==> src/rtl/bscalc_pkg.sv <==
`default_nettype none
// ============================================================================
// Module  : bscalc_pkg
// Purpose : Shared definitions for the Black-Scholes calculation blocks.
//           Q16.16 constants, saturating negation and the norm_sched state
//           encoding.
// Ports   : none (package)
// Revision: 1.0 - initial release
// ============================================================================
package bscalc_pkg;

  localparam int DATA_W = 32;

  // Q16.16 fixed-point constants
  localparam logic [DATA_W-1:0] ONE  = 32'h0001_0000;
  localparam logic [DATA_W-1:0] HALF = 32'h0000_8000;

  typedef enum logic [1:0] {
    ST_IDLE  = 2'd0,
    ST_ISSUE = 2'd1,
    ST_WAIT  = 2'd2,
    ST_RESP  = 2'd3
  } state_t;

  // Two's-complement negation; the most negative value has no positive
  // counterpart, so it clamps to the most positive value instead of wrapping.
  function automatic logic [DATA_W-1:0] sat_neg(input logic [DATA_W-1:0] x);
    if (x == {1'b1, {(DATA_W-1){1'b0}}})
      sat_neg = {1'b0, {(DATA_W-1){1'b1}}};
    else
      sat_neg = -x;
  endfunction

endpackage
`default_nettype wire

==> src/rtl/norm_sched.sv <==
`default_nettype none
// ============================================================================
// Module  : norm_sched
// Purpose : Shares one cumulative-normal evaluator across the four values of
//           a Black-Scholes job: N(d1), N(d2), N(-d1), N(-d2). Accepts a
//           (d1, d2) job, issues evaluations one at a time, and returns all
//           four results in one response beat. With USE_SYMMETRY only d1 and
//           d2 are evaluated and N(-x) = ONE - N(x) is derived.
// Ports   : clk, reset (async, active-high)
//           in_valid/in_ready/in_d1/in_d2           - job request
//           out_valid/out_ready/out_nd1/out_nd2/
//           out_nd1n/out_nd2n/out_err               - job response
//           norm_start/norm_d/norm_N/norm_done      - evaluator handshake
// Revision: 1.0 - initial release
// ============================================================================
module norm_sched
  import bscalc_pkg::*;
#(
  parameter int WIDTH          = DATA_W,
  parameter bit USE_SYMMETRY   = 1'b1,
  parameter int TIMEOUT_CYCLES = 64
) (
  input  logic             clk,
  input  logic             reset,
  input  logic             in_valid,
  output logic             in_ready,
  input  logic [WIDTH-1:0] in_d1,
  input  logic [WIDTH-1:0] in_d2,
  output logic             out_valid,
  input  logic             out_ready,
  output logic [WIDTH-1:0] out_nd1,
  output logic [WIDTH-1:0] out_nd2,
  output logic [WIDTH-1:0] out_nd1n,
  output logic [WIDTH-1:0] out_nd2n,
  output logic             out_err,
  output logic             norm_start,
  output logic [WIDTH-1:0] norm_d,
  input  logic [WIDTH-1:0] norm_N,
  input  logic             norm_done
);

  localparam int               CNT_W    = $clog2(TIMEOUT_CYCLES + 1);
  localparam logic [CNT_W-1:0] CNT_MAX  = CNT_W'(TIMEOUT_CYCLES);
  // Slot index of the final evaluation: 1 when -d1/-d2 are derived, else 3.
  localparam logic [1:0]       LAST_IDX = USE_SYMMETRY ? 2'd1 : 2'd3;

  state_t           state;
  state_t           state_nxt;
  logic [WIDTH-1:0] d1_lat;
  logic [WIDTH-1:0] d2_lat;
  logic [1:0]       idx;
  logic [CNT_W-1:0] cnt;
  logic             err;
  logic [WIDTH-1:0] op_sel;
  // Result slots: 0 = N(d1), 1 = N(d2), 2 = N(-d1), 3 = N(-d2)
  logic [WIDTH-1:0] slot [4];

  // Operand order is d1, d2, -d1, -d2; idx doubles as the result slot.
  always_comb begin
    op_sel = '0;
    case (idx)
      2'd0:    op_sel = d1_lat;
      2'd1:    op_sel = d2_lat;
      2'd2:    op_sel = WIDTH'(sat_neg(DATA_W'(d1_lat)));
      default: op_sel = WIDTH'(sat_neg(DATA_W'(d2_lat)));
    endcase
  end

  always_ff @(posedge clk or posedge reset) begin
    if (reset) state <= ST_IDLE;
    else       state <= state_nxt;
  end

  always_comb begin
    state_nxt  = state;
    in_ready   = 1'b0;
    out_valid  = 1'b0;
    norm_start = 1'b0;
    norm_d     = '0;
    case (state)
      ST_IDLE: begin
        // Keep ready low while reset is held so no job is taken mid-reset.
        in_ready = ~reset;
        if (in_valid) state_nxt = ST_ISSUE;
      end
      ST_ISSUE: begin
        norm_start = 1'b1;
        norm_d     = op_sel;
        state_nxt  = ST_WAIT;
      end
      ST_WAIT: begin
        norm_d = op_sel;
        // A done on the timeout cycle takes priority over the abort.
        if (norm_done)
          state_nxt = (idx == LAST_IDX) ? ST_RESP : ST_ISSUE;
        else if (cnt == CNT_MAX)
          state_nxt = ST_RESP;
      end
      ST_RESP: begin
        out_valid = 1'b1;
        if (out_ready) state_nxt = ST_IDLE;
      end
      default: state_nxt = ST_IDLE;
    endcase
  end

  always_ff @(posedge clk or posedge reset) begin
    if (reset) begin
      d1_lat <= '0;
      d2_lat <= '0;
      idx    <= '0;
      cnt    <= '0;
      err    <= 1'b0;
      for (int i = 0; i < 4; i++) slot[i] <= '0;
    end else begin
      case (state)
        ST_IDLE: begin
          if (in_valid) begin
            d1_lat <= in_d1;
            d2_lat <= in_d2;
            idx    <= '0;
            err    <= 1'b0;
            for (int i = 0; i < 4; i++) slot[i] <= '0;
          end
        end
        ST_ISSUE: cnt <= '0;
        ST_WAIT: begin
          if (norm_done) begin
            slot[idx] <= norm_N;
            // N in [0, ONE], so the complement never underflows.
            if (USE_SYMMETRY) slot[idx + 2'd2] <= WIDTH'(ONE) - norm_N;
            if (idx != LAST_IDX) idx <= idx + 2'd1;
          end else if (cnt == CNT_MAX) begin
            err <= 1'b1;
          end else begin
            cnt <= cnt + 1'b1;
          end
        end
        default: ;
      endcase
    end
  end

  assign out_nd1  = slot[0];
  assign out_nd2  = slot[1];
  assign out_nd1n = slot[2];
  assign out_nd2n = slot[3];
  assign out_err  = err;

endmodule
`default_nettype wire

==> config.mk <==
export PLATFORM = sky130hd
export DESIGN_NAME = norm_sched
export DESIGN_NICKNAME = d
export VERILOG_FILES = /design/src/rtl/bscalc_pkg.sv /design/src/rtl/norm_sched.sv
export SDC_FILE = /design/constraint.sdc
export NUM_CORES = 1
export LEC_CHECK = 0
export CORE_ASPECT_RATIO = 0.8
export CORE_MARGIN = 3
export CORE_UTILIZATION = 54
export CTS_CLUSTER_SIZE = 24
export DETAILED_ROUTE_END_ITERATION = 10
export DONT_BUFFER_PORTS = 1
export PLACE_DENSITY = 0.72
export RECOVER_POWER = 50
export SETUP_SLACK_MARGIN = 0.2
export SYNTH_ARGS = -nofsm -noshare
export SYNTH_HDL_FRONTEND = slang
export SYNTH_SLANG_ARGS = --single-unit
export TNS_END_PERCENT = 1
==> constraint.sdc <==
create_clock -name clk -period 5.55 [get_ports clk]
set_clock_uncertainty 0.05 [all_clocks]
set_input_delay 0.2775 -clock clk [delete_from_list [all_inputs] [get_ports clk]]
set_output_delay 0.2775 -clock clk [all_outputs]
set_load 0.05 [all_outputs]
; ---- Yosys cells after proc, flatten, opt, wreduce, memory -nomap -nowiden
; Index checks and enable logic that the tools add are counted.
[classes]
n_lt_le_gt_ge = 4
n_reduce_logical = 13
n_eq_ne = 17
mux = 33
n_bitwise = 3
add_sub_neg = 6
[ops]
columns = op, n
row1 = $bwmux 128, 2
row2 = $mux 128, 2
row3 = $pmux 128 s2, 1
row4 = $mux 32, 5
row5 = $demux 32 s2, 2
row6 = $pmux 32 s3, 1
row7 = $eq 32x32->1 const B, 2
row8 = $neg 32->32, 2
row9 = $sub 17x32->32 const A, 1
row10 = $mux 2, 8
row11 = $mux 7, 2
row12 = $ne 2x2->1 const B, 7
row13 = $pmux 7 s2, 1
row14 = $reduce_and 3->1, 3
row15 = $pmux 2 s4, 1
row16 = $reduce_and 4->1, 2
row17 = $add 7x1->7 const B, 1
row18 = $eq 7x7->1 const B, 1
row19 = $eq 2x2->1 const B, 3
row20 = $ge 3x3->1 const B, 2
row21 = $lt 3x1->1 const B, 2
row22 = $mux 1, 6
row23 = $not 2->3, 2
row24 = $eq 2x1->1 const B, 2
row25 = other kinds (12), 15
[totals]
reg_bits = 204
output_inout_bits = 164
wordCells = 86

; ---- Longest topological paths before layout
; Gate-level depths: netlist of run 1.
[logic_depth]
depth_word = 9
depth_mapped = 10
mapped_depth_nobuf = 8

; ---- Least setup slack after synthesis of run 1
; OpenSTA, ideal clock, no wires.
[synth_timing]
path_kind = register to output
startpoint = register d2_lat[11]
endpoint = output port norm_d[30]
t_arrival_ns = 3.817
slack_ns = 1.405
path_stages_with_launch = 9
n_path_buf = 2
t_required_ns = 5.223
path_cell_list = dfrtp_1 or4_4 or4_4 buf_6 or3_1 buf_2 nor2b_1 mux2_2 a221oi_1
[synth_between]
elab_chain_len = 4
[synth_rtl]
columns = item, line
row1 = from (decl), norm_sched.sv:50  ; logic [WIDTH-1:0] d2_lat;
row2 = from (signal assigned), norm_sched.sv:120  ; d2_lat <= in_d2;
row3 = $neg 32->32 / $eq 32x32->1 (equally long branches), "bscalc_pkg.sv:31, bscalc_pkg.sv:28"
row4 = $mux 32 *, bscalc_pkg.sv:28  ; if (x == {1'b1, {(DATA_W-1){1'b0}}})
row5 = $pmux 32 s3 *, norm_sched.sv:61  ; case (idx)
row6 = $mux 32 *, norm_sched.sv:80  ; case (state)
row7 = to (decl), norm_sched.sv:37  ; output logic [WIDTH-1:0] norm_d,
; Every way passes the cells marked *; elsewhere a longest branch is shown, timed or not.

; ---- Worst setup path after layout of run 1
[layout_timing]
startpoint = register d1_lat[1]
endpoint = output port norm_d[10]
[layout_between]
elab_chain_len = 4
[layout_rtl]
columns = item, line
row1 = from (decl), norm_sched.sv:49  ; logic [WIDTH-1:0] d1_lat;
row2 = from (signal assigned), norm_sched.sv:119  ; d1_lat <= in_d1;
row3 = $neg 32->32 / $eq 32x32->1 (equally long branches), "bscalc_pkg.sv:31, bscalc_pkg.sv:28"
row4 = $mux 32 *, bscalc_pkg.sv:28
row5 = $pmux 32 s3 *, norm_sched.sv:61
row6 = $mux 32 *, norm_sched.sv:80
; Marked as above.

==> results of run 1 <==
==> placed cells by master, fill, tap and decap left out, drive strengths merged, types with 3 or more instances in the layout <==
master,n
nand2,219
or4b,5
xnor2,27
ha,13
or2,15
a221o,3
or4,23
a31oi,5
nand3b,7
a221oi,20
nor4,15
clkinv,6
a211oi,3
dfrtp,204
o31ai,12
mux2i,9
nor3,21
or3,22
a21oi,39
nand4b,4
nor2b,10
clkbuf,34
dlygate4sd3,97
a21o,5
o211a,3
mux2,65
o21ai,224
nand3,14
xor2,135
a211o,3
inv,18
buf,21
nor2,43
nand4,5
a22oi,5
nand2b,4
==> sequential cells by signal (all words and copies together), names as in the netlist <==
signal / flops
state: 2
out_err: 1
cnt: 7
out_nd1: 32
out_nd1n: 32
idx: 2
out_nd2n: 32
out_nd2: 32
d2_lat: 32
d1_lat: 32
==> per-layer routing <==
metal | global-route usage, % | wire (um)
met3 | 8.29 | 3890
met4 | 9.51 | 1340
met1 | 42.4 | 15500
met2 | 42.4 | 15300
met5 | 0 | 0
==> per-stage QoR <==
stage / hold slack, ns / cell area (um2) / cells
2_1_floorplan: 0.378 / 12000 / 1340
3_3_place_gp: 0.280 / 12100 / 1547
3_5_place_dp: 0.281 / 12100 / 1547
4_1_cts: 0.0170 / 13900 / 1684
5_1_grt: 0.0483 / 13800 / 1684
6_report: 0.00936 / 13800 / 1684
==> worst max path at each step <==
stage                     cells past startpoint  slack, ns          to        from
after floorplan                               8       1.41  norm_d[30]  d2_lat[11]
final                                         7       0.59  norm_d[10]   d1_lat[1]
after global routing                          7       0.33  norm_d[10]   d1_lat[1]
after global placement                        7       1.45   norm_d[3]   d1_lat[0]
after CTS                                     7       0.75   norm_d[3]   d1_lat[1]
after detailed placement                      7       1.30   norm_d[3]   d1_lat[1]
==> layout make-up <==
cell class / instances / area (um2) / share of cell area, %
clock buffers: 33 / 673 / 4.87
repair buffers: 119 / 1140 / 8.21
inverters: 20 / 76.3 / 0.552
clock inverters: 7 / 66.3 / 0.479
well taps: 300 / 375 / 2.71
multi-input cells: 1001 / 6400 / 46.3
flip-flops and latches: 204 / 5100 / 36.9
==> logic make-up (layout without fill, tap and decap cells) <==
family	Yosys count	in the layout
adders and majority gates	13	13
and+or+nand+nor	411	411
AOI/OAI and AO/OA	341	341
DFF	204	204
xor gates and xnor gates	162	162
buffers and inverters	135	179
muxes	74	74
==> power groups by stage <==
stage / combinational [mW] / sequential [mW] / clock (mW)
after floorplan: 3.05 / 3.87 / 0
after global placement: 3.69 / 4.12 / 0
after detailed placement: 3.75 / 4.15 / 0
after CTS: 3.84 / 4.12 / 1.52
after global routing: 4.20 / 4.23 / 1.58
final: 3.86 / 4.15 / 1.50
==> impl_metrics.csv, run 1 <==
group,metric,value,unit
outcome,status,"finished, violations left",
outcome,violations,"max-capacitance violations, max-slew violations",
power,leakagePower,5.63,nW
global_routing,grt_first_pass_wirelength,57.9,mm
logic_synthesis,synth_top_area_share,42.5,%
global_routing,grt_pass1_vias,10100,
power,ir_drop,0.541,mV
hold_path,holdPathStages,2,
critical_path,reg2reg_slack,2.30,ns
timing,tightest_slew,2.37,ns
logic_synthesis,syn_nets,1454,
drt,num_vias,10500,
critical_path,cp_slowest_stage_delay,0.94,ns
global_routing,grt_max_degree,170,
floorplan,dieArea,24100,um2
timing,slew_headroom,-57.9,%
clocking,clockBufferDepth,3,
power,pwr-share-seq,43.6,%
floorplan,die_height,139,um
power,power.density,687,nW/um2
logic_synthesis,synth_cell_types,60,
logic_synthesis,synth_compound_area_share,16.5,%
global_routing,antenna_found_initial,0,
floorplan,core,21700,um2
cells_and_area,final_util,63.8,%
global_routing,grt_util_all_layers,29.2,%
cells_and_area,drive_gt1_share,12.1,%
critical_path,slowest_stage,"nor4_1",
logic_synthesis,yosysWarnings,0,
clocking,cts_setup_buffers,0,
floorplan,initial_utilization,55.3,%
logic_synthesis,synth-simple-area-share,16.5,%
critical_path,worstPathArrival,4.63,ns
critical_path,startpoint_type,"flop",
cells_and_area,antenna_cells,0,
floorplan,io_pins,265,
clocking,htreeDepth,1,
power,pwr-share-comb,40.7,%
logic_synthesis,synth_edf_count,0,
drt,detail-route-antenna-nets,0,
critical_path,crit_type,"reg -> out",
power,switching_power,5.28,mW
job,drv_cap,2,
drt,first_pass_iters,5,
critical_path,r2r_end,"out_nd2n[9]",
drt,drc,0,
timing,fin_tns_setup,0,ns
critical_path,cp_top_family,"simple AND/OR/NAND/NOR gates",
logic_synthesis,yosysTopAreaCell,"dfrtp_1",
logic_synthesis,post-synth-top-count-cell,"nand2_1",
clocking,numCtsBuffers,22,
placed_design,gp_congestion,0.906,
clocking,cts_tree,"yes",
timing,hold_viol,0,
logic_synthesis,syn-cell-area,12000,um2
logic_synthesis,synth_top_family_by_area,"simple AND/OR/NAND/NOR gates",
placed_design,hpwl,22.9,mm
clocking,clk_pin_slew_worst_paths,0.06,ns
clocking,cts_resized,0,
power,switching_share,55.5,%
timing,post-route-period-util,89.4,%
timing,report.final.slew_viol_count,207,
floorplan,fp.dieW,173,um
logic_synthesis,synth-xor-area-share,11.8,%
timing,fin_crit,4.96,ns
clocking,cts_hold_buf,97,
critical_path,worstReg2RegStart,"idx[0]",
critical_path,rr_worst_depth,4,
logic_synthesis,synth_mux_area_share,6.85,%
power,power,9.51,mW
timing,setup_viol_count_final,0,
hold_path,hold_class,"in -> reg",
critical_path,critPathCaptureType,"output pin",
power,intPower,4.23,mW
timing,fmax,202,MHz
drt,wl_per_cell,21.4,um
timing,rsz0062_at_grt,"false",
logic_synthesis,synthAdderAreaFrac,1.36,%
drt,dr.first_iter.drc_count,932,
hold_path,min_to,"out_nd1n[1]",
logic_synthesis,synth_seq_cells,204,
timing,setup_ws,0.588,ns
logic_synthesis,synth_ff_type,"dfrtp_1",
critical_path,crit_chain,"inv_1 > ha_1 > or4b_1 > nor4_1 > and3_1 > o21ai_0 > a21oi_1",
critical_path,crit_required,5.22,ns
global_routing,grt_overflow_total,0,
cells_and_area,fill_cells,1794,
clocking,cts-root-buf,"clkbuf_16",
drt,post_drt_via_cell_ratio,6.22,
logic_synthesis,synth.top_cells.by_count,"nand2_1 (219), dfrtp_1 (204), o21ai_0 (203)",
logic_synthesis,synthCells,1340,
drt,routed_wl,36.0,mm
cells_and_area,final_nets,1482,
logic_synthesis,yosysSeqAreaShare,42.5,%
floorplan,rows,48,
placed_design,place_ws,1.30,ns
critical_path,critPathBufInv,1,
logic_synthesis,synthArstFlopShare,100,%
power,clkPwrFrac,15.7,%
hold_path,hold_start,"norm_N[1]",
cells_and_area,area_growth,15.3,%
placed_design,io_buffer_count,0,
critical_path,cp_max_fo,18,
clocking,cts.sinks,204,
clocking,clk_latency,0.51,ns
logic_synthesis,netlist_top_cells_area,"dfrtp_1 (43%), xor2_1 (9.9%), o21ai_0 (8.5%)",
logic_synthesis,synth_area_per_cell,8.96,um2
No activity file was read; power rests on OpenSTA's default activity.
==> inputs of run 2 (changes only) <==
--- a/config.mk
+++ b/config.mk
@@ -12,7 +12,7 @@
 export DETAILED_ROUTE_END_ITERATION = 10
 export DONT_BUFFER_PORTS = 1
 export PLACE_DENSITY = 0.72
-export RECOVER_POWER = 50
+export RECOVER_POWER = 25
 export SETUP_SLACK_MARGIN = 0.2
 export SYNTH_ARGS = -nofsm -noshare
 export SYNTH_HDL_FRONTEND = slang
==> constraint.sdc (replaced) <==
create_clock -name clk -period 5.55 [get_ports clk]
set_clock_uncertainty 0.05 [all_clocks]
set_input_delay 0.2775 -clock clk [delete_from_list [all_inputs] [get_ports clk]]
set_output_delay 0.2775 -clock clk [all_outputs]
set_load 0.02 [all_outputs]
==> impl_metrics.csv, run 2 (same netlist as run 1, synthesis figures left out) <==
group,metric,value,unit
timing,fmax,219,MHz
global_routing,grt_pass1_vias,9998,
placed_design,hpwl,23.0,mm
power,switching_power,3.93,mW
critical_path,path_common_cell,"or4_4",
critical_path,critPathBufInv,0,
critical_path,crit_required,5.22,ns
floorplan,core,21700,um2
critical_path,crit_type,"reg -> out",
clocking,cts_tree,"yes",
critical_path,critPathCaptureType,"output pin",
power,switching_share,48.8,%
global_routing,antenna_found_initial,0,
power,pwr-share-seq,41.4,%
clocking,numCtsBuffers,22,
timing,rsz0062_at_grt,"false",
global_routing,grt_max_degree,170,
critical_path,crit_path_end,"norm_d[3]",
critical_path,startpoint_type,"flop",
critical_path,crit_chain,"or4_4 > or4_4 > or3_1 > o21ai_4 > a21oi_1 > a211oi_1",
power,leakagePower,5.59,nW
cells_and_area,antenna_cells,0,
job,drv_cap,1,
outcome,status,"finished, violations left",
floorplan,rows,48,
drt,num_vias,10500,
timing,setup_viol_count_final,0,
cells_and_area,final_area,13800,um2
placed_design,gp_congestion,0.899,
critical_path,cp_max_fo,27,
floorplan,fp.dieW,173,um
clocking,clk_latency,0.49,ns
critical_path,r2r_end,"cnt[6]",
cells_and_area,regArea,5100,um2
clocking,cts_resized,0,
clocking,clockBufferDepth,3,
timing,hold_viol,0,
critical_path,cp_slowest_stage_delay,0.75,ns
critical_path,reg2reg_slack,2.55,ns
floorplan,io_pins,265,
cells_and_area,final_nets,1475,
global_routing,grt_overflow_total,0,
placed_design,place_area,12100,um2
cells_and_area,final_util,63.4,%
power,intPower,4.12,mW
critical_path,worstReg2RegStart,"state[0]",
floorplan,initial_utilization,55.3,%
cells_and_area,drive_gt1_share,11.8,%
timing,post-route-period-util,82.1,%
clocking,cts_hold_buf,96,
critical_path,slowest_stage,"a211oi_1",
critical_path,worstPathArrival,4.23,ns
clocking,cts.sinks,204,
drt,routed_wl,36.4,mm
critical_path,cp_top_family,"simple AND/OR/NAND/NOR gates",
power,pwr-share-comb,40.5,%
cells_and_area,layout_common_cells,"nand2_1 (218), dfrtp_1 (204), o21ai_0 (203)",
clocking,cts-root-buf,"clkbuf_16",
cells_and_area,multi_input_area,6380,um2
floorplan,dieArea,24100,um2
power,power.density,585,nW/um2
outcome,violations,"max-capacitance violations, max-slew violations",
timing,fin_tns_setup,0,ns
critical_path,cp.depth,6,
global_routing,grt_first_pass_wirelength,58.1,mm
cells_and_area,fill_cells,1807,
cells_and_area,layout_commonest_cell,"nand2_1",
timing,slew_headroom,-16.7,%
drt,drc,0,
drt,wl_per_cell,21.7,um
drt,post_drt_via_cell_ratio,6.25,
timing,report.final.slew_viol_count,36,
power,ir_drop,0.709,mV
power,clkPwrFrac,18.1,%
timing,fin_crit,4.56,ns
critical_path,setup.worst_path.start,"d2_lat[11]",
clocking,htreeDepth,1,
global_routing,grt_util_all_layers,29.4,%
clocking,cts_setup_buffers,0,
clocking,clk_pin_slew_worst_paths,0.06,ns
drt,first_pass_iters,5,
floorplan,die_height,139,um
cells_and_area,area_growth,14.6,%
drt,dr.first_iter.drc_count,1017,
critical_path,rr_worst_depth,7,
drt,detail-route-antenna-nets,0,
placed_design,io_buffer_count,0,
timing,tightest_slew,1.74,ns
hold_path,hold_class,"in -> reg",
## run 2: power by group through the flow
stage               clock network [mW]  logic, mW  registers [mW]
finish                            1.46       3.26            3.33
global route                      1.54       3.60            3.42
CTS                               1.48       3.24            3.31
detailed placement                   0       3.15            3.33
global placement                     0       3.07            3.30
floorplan                            0       2.56            3.04
## run 2: worst min path at each step
stage / from / to / slack [ns] / depth (start not counted)
6_report: in_valid / idx[0] / 0.03 / 2
5_1_grt: in_valid / idx[0] / 0.005 / 2
4_1_cts: in_valid / idx[0] / 0.004 / 2
3_5_place_dp: reset / d2_lat[25] / 0.29 / 1
3_3_place_gp: reset / d2_lat[24] / 0.28 / 1
2_1_floorplan: in_d1[10] / d1_lat[10] / 0.38 / 1
## run 2: through the flow
| step | setup WS (ns) | power, mW | hold slack [ns] | instances |
|---|---|---|---|---|
| 2_1_floorplan | 2.06 | 5.60 | 0.378 | 1340 |
| 6_report | 0.994 | 8.05 | 0.0300 | 1677 |
| 5_1_grt | 0.803 | 8.56 | 0.00536 | 1677 |
| 4_1_cts | 1.03 | 8.03 | 0.00366 | 1677 |
| 3_3_place_gp | 1.69 | 6.37 | 0.281 | 1541 |
| 3_5_place_dp | 1.57 | 6.48 | 0.287 | 1541 |
## run 2: layout make-up
type / instances / area share [%]
flip-flops and latches: 204 / 37.1
multi-input cells: 1001 / 46.4
clock inverters: 13 / 0.701
well taps: 300 / 2.73
clock buffers: 27 / 4.51
repair buffers: 112 / 7.95
inverters: 20 / 0.555
## run 2: metal layers
layer	vias up	GRT usage (%)	share of wire [%]	wire length, um
met5	-	0	0	0
met2	594	44.3	44	15900
met4	0	6.48	2.7	991
met3	90	7.99	11	3960
li1	4697	-	-	-
met1	5105	42.7	43	15600
==> inputs of run 3 (changes only) <==
==> constraint.sdc (replaced) <==
create_clock -name clk -period 3.9 [get_ports clk]
set_clock_uncertainty 0.05 [all_clocks]
set_input_delay 0.195 -clock clk [delete_from_list [all_inputs] [get_ports clk]]
set_output_delay 0.195 -clock clk [all_outputs]
set_load 0.02 [all_outputs]
==> impl_metrics.csv, run 3 (same netlist as run 1, synthesis figures left out) <==
group,metric,value,unit
critical_path,crit_type,"reg -> out",
clocking,cts_tree,"yes",
timing,report.final.slew_viol_count,40,
job,drv_cap,1,
floorplan,rows,48,
cells_and_area,fill_cells,1750,
critical_path,crit_path_end,"norm_d[30]",
floorplan,io_pins,265,
global_routing,antenna_found_initial,0,
global_routing,grt_max_degree,79,
power,power.density,833,nW/um2
floorplan,die_height,139,um
floorplan,initial_utilization,55.3,%
power,leakagePower,5.74,nW
critical_path,startpoint_type,"flop",
global_routing,grt_first_pass_wirelength,58.9,mm
timing,slew_headroom,-26.8,%
timing,tightest_slew,1.89,ns
cells_and_area,layout_common_cells,"nand2_1 (218), o21ai_0 (203), dfrtp_1 (203)",
cells_and_area,layout_commonest_cell,"nand2_1",
clocking,htreeDepth,1,
power,ir_drop,0.567,mV
outcome,status,"finished, violations left",
global_routing,use_met3,8.02,%
critical_path,rr_worst_depth,7,
drt,post_drt_via_cell_ratio,6.20,
placed_design,hpwl,24.3,mm
cells_and_area,final_util,64.8,%
drt,num_vias,10600,
critical_path,worstReg2RegStart,"state[1]",
global_routing,grt-busiest-layer,"met2",
placed_design,gp_congestion,0.971,
floorplan,fp.dieW,173,um
drt,first_pass_iters,6,
drt,detail-route-antenna-nets,0,
placed_design,io_buffer_count,0,
drt,routed_wl,36.9,mm
global_routing,grt_util_met1,44.1,%
timing,fin_tns_setup,0,ns
placed_design,numPlacedInstances,1573,
drt,wl_per_cell,21.6,um
cells_and_area,area_growth,17.0,%
cells_and_area,regArea,5110,um2
floorplan,dieArea,24100,um2
timing,fmax,266,MHz
hold_path,hold_class,"in -> reg",
clocking,clk_pin_slew_worst_paths,0.06,ns
critical_path,worstPathArrival,3.51,ns
timing,rsz0062_at_grt,"true",
global_routing,grt_overflow_total,0,
global_routing,grt_util_all_layers,30.0,%
cells_and_area,final_cells,1708,
cells_and_area,multi_input_area,6440,um2
critical_path,setup.worst_path.start,"d2_lat[18]",
critical_path,cp_max_fo,7,
clocking,cts.sinks,204,
critical_path,critPathCaptureType,"output pin",
global_routing,grt_pass1_vias,10200,
cells_and_area,antenna_cells,0,
clocking,clk_latency,0.49,ns
drt,drc,0,
timing,post-route-period-util,96.2,%
drt,dr.first_iter.drc_count,1026,
cells_and_area,drive_gt1_share,14.5,%
clocking,numCtsBuffers,22,
clocking,clockBufferDepth,3,
floorplan,core,21700,um2
timing,setup_viol_count_final,0,
critical_path,reg2reg_slack,1.17,ns
clocking,cts-root-buf,"clkbuf_16",
timing,hold_viol,0,
cells_and_area,final_nets,1510,
outcome,violations,"max-capacitance violations, max-slew violations",
critical_path,r2r_end,"out_nd1n[7]",
timing,fin_crit,3.75,ns
critical_path,crit_required,3.65,ns
global_routing,met2_usage,44.5,%
## run 3: changes by cell type in the layout (fill, tap and decap cells not counted), sizes merged
cell         delta
clkbuf          +2
clkinv          -5
dlygate4sd3     +2
bufinv          -1
buf            +33
## run 3: repair_timing
item                                    in CTS  in global routing
hold buffers                                98                  0
endpoints found under the hold margin      229                  0
setup buffers                                1                  0
endpoints found under the setup margin      30                 31
resized for setup                            9                  8
pin swaps                                    1                  0
## run 3: final cells by class
cell class	count	share of cell area, %
Multi-Input combinational cell	1001	45.8
Timing Repair Buffer	147	9.78
Clock inverter	7	0.267
Tap cell	300	2.67
Sequential cell	204	36.4
Clock buffer	29	4.54
Inverter	20	0.543
## run 3: worst max-delay path, stage by stage, from the launching register on
cell      delay (ns)
dfrtp_2         0.45
or4_1           0.59
or4_1           0.56
or3_4           0.44
nor2b_1         0.15
mux2_2          0.34
a221oi_1        0.28
buf_4           0.21
## run 3: stage by stage
step / setup WS [ns] / hold slack, ns / total power [mW] / cell area [um2]
5_1_grt: 0.0925 / 0.0451 / 12.4 / 14000
3_5_place_dp: 0.470 / 0.240 / 9.46 / 12300
4_1_cts: 0.156 / 0.00790 / 11.6 / 14000
3_3_place_gp: 0.517 / 0.241 / 9.34 / 12300
6_report: 0.147 / 0.0330 / 11.7 / 14000
2_1_floorplan: 0.488 / 0.296 / 7.97 / 12000
## run 3: routing by layer
metal	up-vias	wire [um]
met5	-	0
li1	4776	-
met4	0	752
met3	61	4050
met1	5175	15900
met2	572	16100
## run 3: power breakdown
part	switching (mW)	internal, mW
Combinational	3.07	1.89
Sequential	1.76	3.00
Clock	0.837	1.14
Total	5.67	6.04
## run 3: worst min-delay path by stage
| stage | startpoint | end | slack [ns] | cells after the start |
|---|---|---|---|---|
| 3_5_place_dp | reset | d1_lat[26] | 0.24 | 1 |
| 4_1_cts | norm_N[16] | out_nd1n[16] | 0.008 | 3 |
| 3_3_place_gp | reset | out_err | 0.24 | 1 |
| 5_1_grt | norm_N[16] | out_nd2[16] | 0.05 | 3 |
| 2_1_floorplan | in_d1[10] | d1_lat[10] | 0.30 | 1 |
| 6_report | norm_N[16] | out_nd2[16] | 0.03 | 3 |
